## config.mk

```make
export PLATFORM = sky130hd
export DESIGN_NAME = leglite_multicycle_ctrl
export DESIGN_NICKNAME = d
export VERILOG_FILES = /design/src/rtl/leglite_multicycle_ctrl.sv
export SDC_FILE = /design/constraint.sdc
export NUM_CORES = 1
export LEC_CHECK = 0
export CAP_MARGIN = 20
export CORE_AREA = 10 10 64 118
export CTS_CLUSTER_DIAMETER = 30
export DETAILED_ROUTE_END_ITERATION = 12
export DIE_AREA = 0 0 74 128
export HOLD_SLACK_MARGIN = 0.03
export PLACE_DENSITY = 0.55
export SLEW_MARGIN = 10
export SYNTH_ARGS = -nofsm -noshare
export SYNTH_HDL_FRONTEND = slang
export SYNTH_SLANG_ARGS = --single-unit
```

## constraint.sdc

```tcl
create_clock -name clock -period 5.6 [get_ports clock]
set_input_delay 1.12 -clock clock [delete_from_list [all_inputs] [get_ports clock]]
set_output_delay 1.12 -clock clock [all_outputs]
set_load 0.03 [all_outputs]
```

## src/rtl/leglite_multicycle_ctrl.sv

```systemverilog
// Multicycle control FSM for the LEGLite datapath: sequences FETCH/DECODE/EXEC/MEM/WB,
// gates the datapath control set per state and times out stalled memory handshakes.
module leglite_multicycle_ctrl #(
    parameter int unsigned WAIT_LIMIT = 16,
    parameter int unsigned CNT_W      = 16
) (
    input  logic             clock,
    input  logic             reset_n,
    input  logic             start,
    input  logic             halt,
    input  logic [2:0]       opcode,
    input  logic             zero,
    input  logic             imem_ready,
    input  logic             dmem_ready,
    output logic             imem_req,
    output logic             ir_write,
    output logic             pc_inc,
    output logic             pc_branch,
    output logic             reg2loc,
    output logic             branch,
    output logic             memread,
    output logic             memwrite,
    output logic             memtoreg,
    output logic [2:0]       alu_select,
    output logic             alusrc,
    output logic             regwrite,
    output logic             busy,
    output logic             error,
    output logic [CNT_W-1:0] instr_count
);
    localparam int unsigned WAIT_W = $clog2(WAIT_LIMIT + 1);
    localparam logic [WAIT_W-1:0] WAIT_LAST = WAIT_W'(WAIT_LIMIT - 1);

    localparam logic [2:0] OP_ADD  = 3'd0;
    localparam logic [2:0] OP_SUB  = 3'd1;
    localparam logic [2:0] OP_SLT  = 3'd2;
    localparam logic [2:0] OP_LW   = 3'd3;
    localparam logic [2:0] OP_SW   = 3'd4;
    localparam logic [2:0] OP_BEQ  = 3'd5;
    localparam logic [2:0] OP_ADDI = 3'd6;
    localparam logic [2:0] OP_ANDI = 3'd7;

    typedef enum logic [2:0] {
        S_IDLE, S_FETCH, S_DECODE, S_EXEC, S_MEM, S_WB, S_ERROR
    } state_t;

    state_t            state_q, state_d;
    logic [2:0]        op_q, op_d;
    logic [WAIT_W-1:0] wait_q, wait_d;
    logic [CNT_W-1:0]  count_q, count_d;
    logic              halt_pend_q, halt_pend_d;
    logic              retire;
    logic              in_instr;
    logic [2:0]        op_eff;

    always_ff @(posedge clock or negedge reset_n) begin
        if (!reset_n) begin
            state_q     <= S_IDLE;
            op_q        <= '0;
            wait_q      <= '0;
            count_q     <= '0;
            halt_pend_q <= 1'b0;
        end else begin
            state_q     <= state_d;
            op_q        <= op_d;
            wait_q      <= wait_d;
            count_q     <= count_d;
            halt_pend_q <= halt_pend_d;
        end
    end

    always_comb begin
        state_d     = state_q;
        op_d        = op_q;
        wait_d      = wait_q;
        count_d     = count_q;
        halt_pend_d = halt_pend_q;
        retire      = 1'b0;
        case (state_q)
            S_IDLE: begin
                halt_pend_d = 1'b0;
                if (start) state_d = S_FETCH;
            end
            S_FETCH: begin
                if (imem_ready)              state_d = S_DECODE;
                else if (wait_q == WAIT_LAST) state_d = S_ERROR;
                else                         wait_d  = wait_q + WAIT_W'(1);
            end
            S_DECODE: begin
                op_d    = opcode;
                state_d = S_EXEC;
            end
            S_EXEC: begin
                if (op_q == OP_BEQ)                        retire  = 1'b1;
                else if (op_q == OP_LW || op_q == OP_SW)   state_d = S_MEM;
                else                                       state_d = S_WB;
            end
            S_MEM: begin
                if (dmem_ready) begin
                    if (op_q == OP_LW) state_d = S_WB;
                    else               retire  = 1'b1;
                end else if (wait_q == WAIT_LAST) begin
                    state_d = S_ERROR;
                end else begin
                    wait_d = wait_q + WAIT_W'(1);
                end
            end
            S_WB:    retire = 1'b1;
            S_ERROR: state_d = S_ERROR;
            default: state_d = S_IDLE;
        endcase

        // A halt seen at any point in an instruction is remembered until it retires.
        if (state_q != S_IDLE && state_q != S_ERROR && halt) halt_pend_d = 1'b1;
        if (retire) begin
            count_d     = count_q + CNT_W'(1);
            state_d     = (halt || halt_pend_q) ? S_IDLE : S_FETCH;
            halt_pend_d = 1'b0;
        end
        if (state_d != state_q) wait_d = '0;
    end

    always_comb begin
        imem_req   = 1'b0;
        ir_write   = 1'b0;
        pc_inc     = 1'b0;
        pc_branch  = 1'b0;
        reg2loc    = 1'b0;
        branch     = 1'b0;
        memread    = 1'b0;
        memwrite   = 1'b0;
        memtoreg   = 1'b0;
        alu_select = 3'b000;
        alusrc     = 1'b0;
        regwrite   = 1'b0;
        in_instr   = (state_q == S_DECODE) || (state_q == S_EXEC) ||
                     (state_q == S_MEM)    || (state_q == S_WB);
        // In DECODE the freshly loaded IR is the only opcode source; later states use the copy.
        op_eff     = (state_q == S_DECODE) ? opcode : op_q;

        if (in_instr) begin
            case (op_eff)
                OP_SUB, OP_BEQ: alu_select = 3'b001;
                OP_SLT:         alu_select = 3'b010;
                OP_ANDI:        alu_select = 3'b011;
                default:        alu_select = 3'b000;
            endcase
            alusrc  = (op_eff == OP_LW) || (op_eff == OP_SW) ||
                      (op_eff == OP_ADDI) || (op_eff == OP_ANDI);
            reg2loc = (op_eff == OP_ADD) || (op_eff == OP_SUB) || (op_eff == OP_SLT);
        end

        case (state_q)
            S_FETCH: begin
                imem_req = 1'b1;
                ir_write = imem_ready;
                pc_inc   = imem_ready;
            end
            S_EXEC: begin
                branch    = (op_q == OP_BEQ);
                pc_branch = (op_q == OP_BEQ) && zero;
            end
            S_MEM: begin
                memread  = (op_q == OP_LW);
                memwrite = (op_q == OP_SW);
                memtoreg = (op_q == OP_LW);
            end
            S_WB: begin
                regwrite = 1'b1;
                memtoreg = (op_q == OP_LW);
            end
            default: ;
        endcase
    end

    assign busy        = (state_q != S_IDLE) && (state_q != S_ERROR);
    assign error       = (state_q == S_ERROR);
    assign instr_count = count_q;

endmodule
```

==> results.sh, run 1 <==
export IMPL_outcome="complete, no violations"
export IMPL_intPower_mw=0.630
export IMPL_clock_latency_ps=270
export IMPL_via_per_inst=4.99
export IMPL_post_cts_buffers=0
export IMPL_final_nets=225
export IMPL_switching_power_mw=0.482
export IMPL_synth_cells=171
export IMPL_n_fill_cell=596
export IMPL_ys_seq_elements=28
export IMPL_dieWidth_um=74
export IMPL_syn_num_nets=185
export IMPL_setup_violations=0
export IMPL_rows=39
export IMPL_end_kind="output port"
export IMPL_clockRootBuffer="clkbuf_16"
export IMPL_die_h_um=128
export IMPL_antenna_found_initial=0
export IMPL_slew_headroom_pct=52.1
export IMPL_grt_pass1_vias=1450
export IMPL_ctsHtreeMaxLevel=1
export IMPL_diodes=0
export IMPL_syn_area_per_cell_um2=9.60
export IMPL_cp_start_kind="primary input"
export IMPL_io_buffers=40
export IMPL_layout_commonest_cell="clkdlybuf4s50_1"
export IMPL_design_area_mm2=0.00220
export IMPL_clock_sinks=28
export IMPL_first_pass_iters=4
export IMPL_grt_total_usage_pct=9.43
export IMPL_required_ps=4480
export IMPL_cap_viol_max_count=0
export IMPL_worstPathMaxFanout=5
export IMPL_top_level_ports=42
export IMPL_ys_types=48
export IMPL_grt_first_pass_wirelength_um=7140
export IMPL_drive_gt1_share_pct=7.62
export IMPL_p_sw_share_pct=43.3
export IMPL_drc_errors=0
export IMPL_ys_warn_count=0
export IMPL_gp_congestion=0.767
export IMPL_final_core_util_pct=38.5
export IMPL_area_growth_pct=33.9
export IMPL_finalClockSkew_ps=2.99
export IMPL_synthArstFlopShare_pct=100
export IMPL_rsz0062_at_grt="false"
export IMPL_drt_iter0_drc=66
export IMPL_ys_flop_type="dfrtp_1"
export IMPL_grt_max_degree=29
export IMPL_hpwl_um=3210
export IMPL_synth_cell_area_mm2=0.00164
export IMPL_synth_edf_count=0
export IMPL_fin_crit_ps=3950
export IMPL_fin_setup_tns_ps=0
export IMPL_initial_core_util_pct=28.8
export IMPL_dr_total_vias=1352
export IMPL_hold_violations=0
export IMPL_worstMarginPinSlew_ps=719
export IMPL_postCtsHoldBufs=0
export IMPL_clk_pin_slew_worst_paths_ps=70
export IMPL_overflow=0
export IMPL_cts_tree="yes"
export IMPL_ant_nets=0
export IMPL_final_cell_mix="40 x clkdlybuf4s50_1, 28 x dfrtp_1, 20 x nor2_1"
export IMPL_wl_um=4200
export IMPL_pwr_share_seq_pct=30.2
export IMPL_yosysSeqAreaShare_pct=42.7
export IMPL_slew_viol_final=0
export IMPL_vdd_drop_max_uv=245
export IMPL_min_path_type="reg -> reg"
export IMPL_routedWlPerCell_um=15.5
export IMPL_crit_type="in -> out"
export IMPL_period_share_pct=70.6
export IMPL_power_clock_fraction_pct=19.2
export IMPL_fin_total_pwr_mw=1.11
export IMPL_core_area_mm2=0.00571
export IMPL_place_area_mm2=0.00209
export IMPL_cts_path_max_buffers=2
export IMPL_cts_resized=0
export IMPL_arrival_ps=2830
export IMPL_dieArea_mm2=0.00947
export IMPL_power_density_mw_per_mm2=506
export IMPL_fmax_mhz=253
export IMPL_cellLeakagePower_nw=0.925
export IMPL_cts_buffers=3
export IMPL_p_comb_share_pct=50.6
cells by family (layout without fill, tap and decap cells):
family / Yosys count / count (layout) / share of synthesized area, %
xor+xnor: 19 / 19 / 10.1
simple gates: 81 / 81 / 26.4
flops: 28 / 28 / 42.7
mux: 4 / 4 / 2.52
other cells: 1 / 1 / 0.228
compound gates: 22 / 22 / 11.7
fa+ha+maj: 4 / 4 / 3.05
buf+inv: 12 / 51 / 3.35
power by group through the flow:
stage | registers (mW) | clock network [mW] | logic (mW)
finish | 0.336 | 0.213 | 0.563
global route | 0.353 | 0.230 | 0.616
CTS | 0.336 | 0.219 | 0.572
detailed placement | 0.340 | 0 | 0.570
global placement | 0.341 | 0 | 0.566
floorplan | 0.317 | 0 | 0.405
Yosys cell counts (2+ instances only):
| master | n | area, um^2 |
|---|---|---|
| dfrtp_1 | 28 | 701 |
| nor2_1 | 20 | 75.1 |
| nand2_1 | 14 | 52.6 |
| xnor2_1 | 13 | 114 |
| nor3_1 | 7 | 35.0 |
| inv_1 | 6 | 22.5 |
| nand3_1 | 6 | 30.0 |
| nor2b_1 | 6 | 37.5 |
| xor2_1 | 6 | 52.6 |
| and3_1 | 5 | 31.3 |
| nand4_1 | 5 | 31.3 |
| ha_1 | 4 | 50.1 |
| and2_1 | 3 | 18.8 |
| mux2i_1 | 3 | 30.0 |
| nor3b_1 | 3 | 22.5 |
| a21oi_1 | 2 | 10.0 |
| and4_1 | 2 | 17.5 |
| buf_2 | 2 | 10.0 |
| buf_4 | 2 | 15.0 |
| clkbuf_1 | 2 | 7.51 |
| o21a_1 | 2 | 15.0 |
| o21ai_0 | 2 | 10.0 |
| o22ai_1 | 2 | 12.5 |
| or3b_1 | 2 | 17.5 |
through the flow:
step / worst slack (ps) / hold WS, ps / cells
floorplan: 2270 / 472 / 171
global placement: 1640 / 468 / 267
detailed placement: 1630 / 478 / 267
CTS: 1620 / 492 / 271
global route: 1470 / 498 / 271
finish: 1650 / 480 / 271
routing by layer:
| layer | global-route usage, % | share of wire, % | vias up |
|---|---|---|---|
| met2 | 15.9 | 53 | 32 |
| met5 | 0 | 0 | - |
| li1 | - | - | 677 |
| met1 | 10.7 | 40 | 639 |
| met3 | 2.09 | 5.7 | 4 |
| met4 | 4.41 | 1.5 | 0 |
sequential cells by signal, indices dropped and copies added (netlist names):
register and count:
halt_pend_q 1, instr_count 16, op_q 3, state_q 3, wait_q 5
critical path: stages:
cell	delay (ps)
clkdlybuf4s50_1	390
mux2i_1	350
nor2_1	100
nor3_1	160
clkdlybuf4s50_1	710
cell type report:
type	count	area (um^2)	area share, %
inverters	6	22.5	1.02
flip-flops and latches	28	701	31.9
clock buffers	3	75.1	3.41
clock inverters	1	30.0	1.37
well taps	61	76.3	3.47
repair buffers	41	408	18.6
multi-input cells	131	886	40.3
final timing paths:
kind | from | end | slack [ps] | cells past startpoint
worst max register to register | state_q[1]$_DFF_PN0_ | instr_count[8]$_DFFE_PN0N_ | 3290 | 6
worst min-delay path | instr_count[15]$_DFFE_PN0N_ | instr_count[15]$_DFFE_PN0N_ | 480 | 1
worst max-delay path | opcode[0] | reg2loc | 1650 | 5
worst min register to register | instr_count[15]$_DFFE_PN0N_ | instr_count[15]$_DFFE_PN0N_ | 480 | 1
max in group asynchronous | reset_n | op_q[2]$_DFF_PN0_ | 4100 | 2
min in group asynchronous | reset_n | wait_q[3]$_DFFE_PN0P_ | 1230 | 2
Note: power is estimated with default switching activity, not from simulation.
==> run 2: changes to the inputs <==
- PLACE_DENSITY: 0.55 -> 0.57
- clock period: 5.6 -> 3.2 ns (I/O delays scaled with it)
==> results.sh, run 2 (synthesis results as in run 1) <==
export IMPL_worstMarginPinSlew_ps=542
export IMPL_largest_reg_flops=16
export IMPL_rsz0062_at_grt="false"
export IMPL_worstPathMaxFanout=5
export IMPL_reg2reg_depth=8
export IMPL_grt_first_pass_wirelength_um=6830
export IMPL_crit_type="reg -> out"
export IMPL_place_ws_ps=163
export IMPL_vdd_drop_max_uv=502
export IMPL_r2r_setup_slack_ps=1070
export IMPL_hold_path_depth=1
export IMPL_setup_violations=0
export IMPL_overflow=0
export IMPL_fin_crit_ps=3070
export IMPL_drc_errors=0
export IMPL_arrival_ps=2430
export IMPL_drt_iter0_drc=60
export IMPL_fin_setup_tns_ps=0
export IMPL_worstHoldStart="instr_count[15]$_DFFE_PN0N_"
export IMPL_fin_ws_ps=131
export IMPL_cellLeakagePower_nw=0.941
export IMPL_cp_start_kind="flip-flop"
export IMPL_outcome="complete, no violations"
export IMPL_power_density_mw_per_mm2=888
export IMPL_dieArea_mm2=0.00947
export IMPL_wl_um=4100
export IMPL_cts_tree="yes"
export IMPL_routedWlPerCell_um=15.0
export IMPL_hold_violations=0
export IMPL_hpwl_um=3210
export IMPL_clock_latency_ps=260
export IMPL_fmax_mhz=326
export IMPL_slew_viol_final=0
export IMPL_finalClockSkew_ps=5.20
export IMPL_area_growth_pct=35.5
export IMPL_via_per_inst=5.09
export IMPL_ctsHtreeMaxLevel=1
export IMPL_dieWidth_um=74
export IMPL_hold_ws_ps=479
export IMPL_clk_pin_slew_worst_paths_ps=70
export IMPL_ant_nets=0
export IMPL_postCtsHoldBufs=0
export IMPL_initial_core_util_pct=28.8
export IMPL_die_h_um=128
export IMPL_grt_max_degree=29
export IMPL_cts_buffers=3
export IMPL_required_ps=2560
export IMPL_gp_congestion=0.772
export IMPL_core_area_mm2=0.00571
export IMPL_clock_sinks=28
export IMPL_holdPathEnd="instr_count[15]$_DFFE_PN0N_"
export IMPL_period_share_pct=95.9
export IMPL_diodes=0
export IMPL_final_nets=228
export IMPL_grt_pass1_vias=1462
export IMPL_antenna_found_initial=0
export IMPL_drive_gt1_share_pct=9.39
export IMPL_rows=39
export IMPL_cap_viol_max_count=0
export IMPL_min_path_type="reg -> reg"
export IMPL_top_level_ports=42
export IMPL_r2r_start="wait_q[0]$_DFFE_PN0P_"
export IMPL_final_core_util_pct=39.0
export IMPL_layout_commonest_cell="clkdlybuf4s50_1"
export IMPL_end_kind="output port"
export IMPL_rr_endpoint="wait_q[4]$_DFFE_PN0P_"
export IMPL_clockRootBuffer="clkbuf_16"
export IMPL_final_cell_mix="40 x clkdlybuf4s50_1, 28 x dfrtp_1, 20 x nor2_1"
export IMPL_io_buffers=40
export IMPL_dr_total_vias=1396
export IMPL_grt_total_usage_pct=8.88
export IMPL_slew_headroom_pct=63.9
export IMPL_cts_path_max_buffers=2
export IMPL_first_pass_iters=4
## run 2: cell count changes in the layout (fill, tap and decap cells not counted)
cell,before,now
buf_4,1,4
mux2i_2,0,1
mux2i_1,3,2
## run 2: per-layer routing
| metal | routed length, um | GRT usage [%] |
|---|---|---|
| met1 | 1570 | 9.28 |
| met2 | 2190 | 15.3 |
| met3 | 264 | 2.79 |
| met4 | 80 | 4.19 |
| met5 | 0 | 0 |
## run 2: how the worst max path moves through the flow
stage	start	to	slack [ps]	cells after the start
finish	state_q[0]$_DFF_PN0_	alu_select[1]	130	5
global route	state_q[0]$_DFF_PN0_	alu_select[1]	30	5
CTS	state_q[0]$_DFF_PN0_	alu_select[1]	70	5
detailed placement	opcode[0]	alu_select[1]	160	5
global placement	opcode[0]	alu_select[1]	210	5
floorplan	state_q[2]$_DFF_PN0_	alu_select[1]	520	5
## run 2: repair_timing
action | in CTS | in global routing
endpoints found under the setup margin | 0 | 1
gates resized for setup | 0 | 1
setup buffers | 0 | 0
## run 2: where the power goes
group | switching (mW) | internal, mW | leakage (nW)
sequential | 0.0753 | 0.436 | 0.371
combinational | 0.651 | 0.445 | 0.519
clock | 0.119 | 0.249 | 0.0511
total | 0.845 | 1.13 | 0.941
## run 2: final cells by class
type | count | area, um^2
fill | 579 | 3480
multi-input combinational | 131 | 890
sequential | 28 | 701
timing repair buffer | 44 | 430
tap | 61 | 76.3
clock buffer | 3 | 75.1
clock inverter | 1 | 30.0
inverter | 6 | 22.5
## run 2: stage by stage
step / power [mW] / area [um^2] / instances
detailed placement: 1.62 / 2120 / 270
CTS: 1.99 / 2220 / 274
finish: 1.98 / 2220 / 274
floorplan: 1.26 / 1640 / 171
global placement: 1.61 / 2120 / 270
global route: 2.11 / 2220 / 274
## run 2: worst max-delay path, stage by stage, from the launching register on
cell and delay [ps]:
dfrtp_1 410, nor3b_2 350, mux2_2 430, xnor2_1 130, nor3_1 140, clkdlybuf4s50_1 700
